$ cat config.mk
export PLATFORM = sky130hd
export DESIGN_NAME = lfsr_burst_frame_gen
export DESIGN_NICKNAME = d
export VERILOG_FILES = /design/src/rtl/lfsr_burst_frame_gen.sv
export SDC_FILE = /design/constraint.sdc
export NUM_CORES = 1
export LEC_CHECK = 0
export CAP_MARGIN = 20
export CORE_ASPECT_RATIO = 0.8
export CORE_MARGIN = 5
export CORE_UTILIZATION = 23
export CTS_CLUSTER_SIZE = 30
export DETAILED_ROUTE_END_ITERATION = 10
export HOLD_SLACK_MARGIN = 0.05
export PLACE_DENSITY = 0.57
export SYNTH_ARGS = -nofsm -noshare
export SYNTH_HDL_FRONTEND = slang
export SYNTH_SLANG_ARGS = --single-unit
$ cat constraint.sdc
create_clock -name clk -period 11.8 [get_ports clk]
set_input_delay 2.36 -clock clk [delete_from_list [all_inputs] [get_ports clk]]
set_output_delay 2.36 -clock clk [all_outputs]
set_load 0.005 [all_outputs]
$ cat src/rtl/lfsr_burst_frame_gen.sv
// AXI4-Stream traffic source: variable-length packets whose payload is a continuous 16-bit LFSR
// stream, with tkeep/tuser metadata, inter-packet gaps and an optional packet-count limit.
module lfsr_burst_frame_gen #(
  parameter int          C_PORT_NUMBER         = 0,
  parameter int          C_INPORT_WIDTH        = 3,
  parameter int          C_OUTPORT_WIDTH       = 8,
  parameter int          C_PACKET_LENGTH_WIDTH = 14,
  parameter int          C_AXIS_DATA_WIDTH     = 256,
  parameter logic [15:0] C_SEED                = 16'hABCD,
  parameter int          C_MIN_LEN             = 64,
  parameter int          C_MAX_LEN             = 1518
) (
  input  logic                               clk,
  input  logic                               reset,
  input  logic                               enable,
  input  logic                               cfg_random_len,
  input  logic [C_PACKET_LENGTH_WIDTH-1:0]   cfg_length,
  input  logic [7:0]                         cfg_gap,
  input  logic [31:0]                        cfg_pkt_limit,
  input  logic [C_OUTPORT_WIDTH-1:0]         cfg_out_port,
  output logic [C_AXIS_DATA_WIDTH-1:0]       m_axis_tdata,
  output logic [C_AXIS_DATA_WIDTH/8-1:0]     m_axis_tkeep,
  output logic [C_PACKET_LENGTH_WIDTH-1:0]   m_axis_tuser_packet_length,
  output logic [C_INPORT_WIDTH-1:0]          m_axis_tuser_in_port,
  output logic [C_OUTPORT_WIDTH-1:0]         m_axis_tuser_out_port,
  output logic [C_INPORT_WIDTH-1:0]          m_axis_tuser_in_vport,
  output logic [C_OUTPORT_WIDTH-1:0]         m_axis_tuser_out_vport,
  output logic                               m_axis_tvalid,
  input  logic                               m_axis_tready,
  output logic                               m_axis_tlast,
  output logic [31:0]                        pkt_count,
  output logic                               busy,
  output logic                               done,
  output logic [1:0]                         dbg_state_o
);
  localparam int BYTES = C_AXIS_DATA_WIDTH / 8;
  localparam int WORDS = C_AXIS_DATA_WIDTH / 16;
  localparam int PLW   = C_PACKET_LENGTH_WIDTH;
  localparam logic [15:0] LEN_SEED = 16'h1D0F;

  typedef enum logic [1:0] {IDLE = 2'd0, SEND = 2'd1, GAP = 2'd2} state_t;

  // w[15] holds LFSR bit 0, so taps b3/b12/b14/b15 sit at w[12]/w[3]/w[1]/w[0].
  function automatic logic [15:0] lfsr_step(input logic [15:0] w);
    return {~(w[12] ^ w[3] ^ w[1] ^ w[0]), w[15:1]};
  endfunction

  state_t                     state_q, state_d;
  logic [15:0]                data_lfsr_q, data_lfsr_d;
  logic [15:0]                len_lfsr_q, len_lfsr_d;
  logic [PLW-1:0]             len_q, len_d;
  logic [PLW-1:0]             beats_last_q, beats_last_d;
  logic [PLW-1:0]             beat_cnt_q, beat_cnt_d;
  logic [C_OUTPORT_WIDTH-1:0] out_port_q, out_port_d;
  logic [7:0]                 gap_q, gap_d;
  logic [31:0]                pkt_count_q, pkt_count_d, pkt_count_inc;
  logic [31:0]                rand_sum;
  logic [PLW-1:0]             rand_len, start_len, last_rem;
  logic [BYTES-1:0]           keep_all;
  logic                       accept, last_beat, done_next, start;

  assign keep_all      = '1;
  assign rand_sum      = 32'(C_MIN_LEN) + 32'(len_lfsr_q[10:0]);
  assign rand_len      = (rand_sum > 32'(C_MAX_LEN)) ? PLW'(C_MAX_LEN) : rand_sum[PLW-1:0];
  assign start_len     = cfg_random_len ? rand_len :
                         ((cfg_length == '0) ? PLW'(1) : cfg_length);
  assign last_beat     = (beat_cnt_q == beats_last_q);
  assign last_rem      = PLW'(32'(len_q) % 32'(BYTES));
  assign pkt_count_inc = (&pkt_count_q) ? pkt_count_q : pkt_count_q + 32'd1;
  assign done          = (cfg_pkt_limit != '0) && (pkt_count_q == cfg_pkt_limit);
  assign done_next     = (cfg_pkt_limit != '0) && (pkt_count_inc == cfg_pkt_limit);

  // A beat transfers when tvalid & tready; once raised, tvalid and the whole beat
  // (tdata/tkeep/tlast/tuser) hold until that transfer, since every source register
  // only moves on accept.
  assign accept        = m_axis_tvalid && m_axis_tready;

  assign m_axis_tvalid              = (state_q == SEND);
  assign m_axis_tlast               = m_axis_tvalid && last_beat;
  assign m_axis_tdata               = {WORDS{data_lfsr_q}};
  assign m_axis_tkeep               = (m_axis_tlast && (last_rem != '0)) ?
                                      ~(keep_all << last_rem) : keep_all;
  assign m_axis_tuser_packet_length = len_q;
  assign m_axis_tuser_in_port       = C_INPORT_WIDTH'(C_PORT_NUMBER);
  assign m_axis_tuser_out_port      = out_port_q;
  assign m_axis_tuser_in_vport      = '0;
  assign m_axis_tuser_out_vport     = '0;
  assign pkt_count                  = pkt_count_q;
  assign busy                       = (state_q != IDLE);
  assign dbg_state_o                = state_q;

  always_comb begin
    state_d      = state_q;
    data_lfsr_d  = data_lfsr_q;
    len_lfsr_d   = len_lfsr_q;
    len_d        = len_q;
    beats_last_d = beats_last_q;
    beat_cnt_d   = beat_cnt_q;
    out_port_d   = out_port_q;
    gap_d        = gap_q;
    pkt_count_d  = pkt_count_q;
    start        = 1'b0;
    case (state_q)
      IDLE: begin
        if (enable && !done) begin
          start   = 1'b1;
          state_d = SEND;
        end
      end
      SEND: begin
        if (accept) begin
          data_lfsr_d = lfsr_step(data_lfsr_q);
          if (last_beat) begin
            pkt_count_d = pkt_count_inc;
            if (cfg_gap != '0) begin
              state_d = GAP;
              gap_d   = cfg_gap;
            end else if (enable && !done_next) begin
              start = 1'b1;
            end else begin
              state_d = IDLE;
            end
          end else begin
            beat_cnt_d = beat_cnt_q + PLW'(1);
          end
        end
      end
      GAP: begin
        if (gap_q <= 8'd1) state_d = IDLE;
        else               gap_d   = gap_q - 8'd1;
      end
      default: state_d = IDLE;
    endcase
    // Packet parameters are captured only here, so cfg changes mid-packet wait for the next start.
    if (start) begin
      len_d        = start_len;
      beats_last_d = PLW'((32'(start_len) + 32'(BYTES - 1)) / 32'(BYTES) - 32'd1);
      beat_cnt_d   = '0;
      out_port_d   = cfg_out_port;
      len_lfsr_d   = lfsr_step(len_lfsr_q);
    end
  end

  always_ff @(posedge clk) begin
    if (reset) begin
      state_q      <= IDLE;
      data_lfsr_q  <= C_SEED;
      len_lfsr_q   <= LEN_SEED;
      len_q        <= '0;
      beats_last_q <= '0;
      beat_cnt_q   <= '0;
      out_port_q   <= '0;
      gap_q        <= '0;
      pkt_count_q  <= '0;
    end else begin
      state_q      <= state_d;
      data_lfsr_q  <= data_lfsr_d;
      len_lfsr_q   <= len_lfsr_d;
      len_q        <= len_d;
      beats_last_q <= beats_last_d;
      beat_cnt_q   <= beat_cnt_d;
      out_port_q   <= out_port_d;
      gap_q        <= gap_d;
      pkt_count_q  <= pkt_count_d;
    end
  end
endmodule

==> metrics <==
run status complete, no violations; clock-pin slew on the worst setup and hold paths 60 ps; part of the total power dissipated in combinational logic 0.244; share of power burned in the clock network 0.394; switching portion of total power 0.299; Highest Clock Rate 135 MHz; post-CTS sizing 0; clock tree from TritonCTS built; CP arrival 5040 ps; share of cells above drive strength 1 0.0401; number of max-cap violations 0; maximum level of the CTS H-tree 4; Max transition margin 0.372; # port buffers 413; crit path cell chain clkdlybuf4s50_1, xnor2_1, nand2_1, nor2_1, nand4_1, or4_1, nor3_1, clkdlybuf4s50_1; area of the core region 41700 sq um; Worst Clk Skew 13.2 ps; total power density per cell area 100 nW/um^2; endpoint required time on the critical path 9440 ps; source of the critical timing path cfg_pkt_limit[12]; class of the most critical setup path in2out; critical path peak fanout 4; Slowest cell on crit path clkdlybuf4s50_1; CP max stage delay 590 ps; average routed wire per standard cell 18.6 um; Gate Count Post-Synth 1288; number of stages on the worst hold path 2; clk_lat worst skew 420 ps; Worst IR Drop VDD 0.0648 mV; detailed-route wire length 36800 um; biggest area consumer among synthesized cells dfxtp_1; most frequent cells in the layout clkdlybuf4s50_1, dfxtp_1, nand3_1, nand2_1, o21ai_0; EDFF count, synth 0; number of filler cells placed in the layout 4324; Initial Utilization 0.232; Area contributors post-synth dfxtp_1, buf_4, xnor2_1, nand3_1, o21ai_0; Rows 67; Total Nets Final 1484; length in cells of the worst reg-to-reg path 11; CTS Root Buffer Type clkbuf_16; worst flop-to-flop path endpoint beats_last_q[6]; Distinct cells, synth 72; CTS max path bufs 2; global-route wire length before repair 53600 um; share of flip-flops with an asynchronous set or reset 0; reg2reg start pkt_count[0]; Power, Total 1290 uW; Mapped Area 9650 sq um; iteration count of the initial detailed-routing pass 6; hold wc startpoint len_lfsr_q[14]; sum of net half-perimeters after detailed placement 28100 um; setup repair after global routing missed its margin false; nature of the critical path startpoint primary input; proportion of synthesized chip area in sequential cells 0.251; number of flip-flops and latches in the synthesized netlist 121; slew of the pin with the lowest slew margin 940 ps; Total GRT Usage 0.148; Syn-to-layout area delta 33.9%; Final Cycle Share 0.628; final critical delay including setup and external delays 7400 ps; portion of total power attributed to sequential cells 0.362; leakage 0.00438 uW; Iter 0 DRT Violations 573; weighted congestion at the end of routability-driven global placement 0.893; initial antenna violation count 2; chip width 239 um; kind of cell adding the most delay to the critical path simple AND/OR/NAND/NOR gates; Vias/cell 4.75; via count of the routed design 9379; Final ANT Viol Nets 0; placed cell count 1943; warning count from the yosys run 0; total DRC errors in the routed layout 0; antenna diode count 0; number of hold buffers added after CTS 0; end point of the most critical hold path len_lfsr_q[14]; number of top-level design ports 429; Slew Limit Fails 0; setup-violating endpoint count in the final report 0; combined buffer and inverter count along the critical path 2; Total Neg Setup Slack 0 ps; Inserted Clock Buffers 17; Most used DFF post-synth dfxtp_1; count of final hold-check violations 0; worst hold path class reg2reg; NetSw 386 uW; maximum number of pins on one net before global-route repair 58; internal power 905 uW; vias in the first global route 8525; synthesized area per cell 7.49 sq um; cell with the most instances on the worst path clkdlybuf4s50_1; Worst Setup End Kind primary output; most common library cell in the layout ignoring fill and taps clkdlybuf4s50_1; post-synth top area share 0.251; Min Hold Slack 461 ps; global route overflow 0; final std cells w/o fill 1975; reg2reg setup slack 6150 ps; Clock Sink Count 121; number of setup buffers added after CTS 0; die span in y 193 um; die outline area 46200 sq um
area by class of cell:
| class | instances | area (sq um) | area share |
|---|---|---|---|
| clock buffers | 19 | 443 | 0.0343 |
| flip-flops and latches | 121 | 2420 | 0.188 |
| well taps | 552 | 691 | 0.0535 |
| inverters | 15 | 56.3 | 0.00436 |
| repair buffers | 421 | 4190 | 0.325 |
| clock inverters | 13 | 120 | 0.00930 |
| multi-input cells | 834 | 4990 | 0.386 |
power by group through the flow:
| stage | combinational, uW | sequential (uW) | clock (uW) |
|---|---|---|---|
| floorplan | 197 | 461 | 0 |
| global placement | 318 | 476 | 0 |
| detailed placement | 317 | 477 | 0 |
| CTS | 319 | 469 | 527 |
| global route | 342 | 473 | 546 |
| finish | 315 | 467 | 509 |
synthesized netlist by cell type, drive strengths merged, types with 4 or more instances:
cell,count
a211o,4
a211oi,12
a21o,4
a21oi,72
a22oi,4
a311oi,4
a31o,5
a31oi,10
and2,10
and3,9
and4,12
buf,274
clkbuf,57
dfxtp,121
ha,7
inv,15
mux2i,7
nand2,93
nand2b,8
nand3,93
nand4,25
nor2,77
nor2b,8
nor3,56
nor4,24
o211ai,6
o21ai,84
o41ai,5
or2,4
or3,17
or4,12
xnor2,63
xor2,42
per-layer routing:
metal	vias to the layer above	routed length, um	global-route usage
met5	-	13	0
met4	2	334	0.0281
met3	25	2330	0.0320
met2	312	17200	0.239
met1	4518	17000	0.205
li1	4522	-	-
registers in the layout (all words and copies together), names as in the netlist:
| signal | flops |
|---|---|
| len_lfsr_q | 16 |
| pkt_count | 32 |
| beat_cnt_q | 14 |
| gap_q | 8 |
| beats_last_q | 11 |
| m_axis_tuser_packet_length | 14 |
| m_axis_tuser_out_port | 8 |
| dbg_state_o | 2 |
| data_lfsr_q | 16 |
worst min-delay path, cell delays in order (launching register included):
cell and delay (ps):
dfxtp_1 310, nand3_1 60, a21oi_1 50
through the flow:
stage | util | setup slack [ps] | area, sq um
3_3_place_gp | 0.296 | 4520 | 12400
5_1_grt | 0.310 | 4240 | 12900
4_1_cts | 0.310 | 4410 | 12900
3_5_place_dp | 0.296 | 4420 | 12400
2_1_floorplan | - | 5890 | 9690
6_report | 0.310 | 4400 | 12900
worst max path at each step:
stage                      end  depth (start not counted)
after floorplan           done                          6
after global placement    done                          8
after detailed placement  done                          8
after CTS                 done                          8
after global routing      done                          8
final                     done                          8
logic make-up (layout without fill, tap and decap cells):
family	count (synthesis)	in the layout	synth area share
AND/OR/NAND/NOR	455	455	0.241
AO/OA/AOI/OAI	244	244	0.157
buffers and inverters	346	468	0.237
XOR/XNOR	105	105	0.0953
adder cells (fa/ha/maj)	7	7	0.00908
other	2	15	0.000779
flip-flops	121	121	0.251
multiplexers	8	8	0.00843
Power figures use the tool's default switching activity.
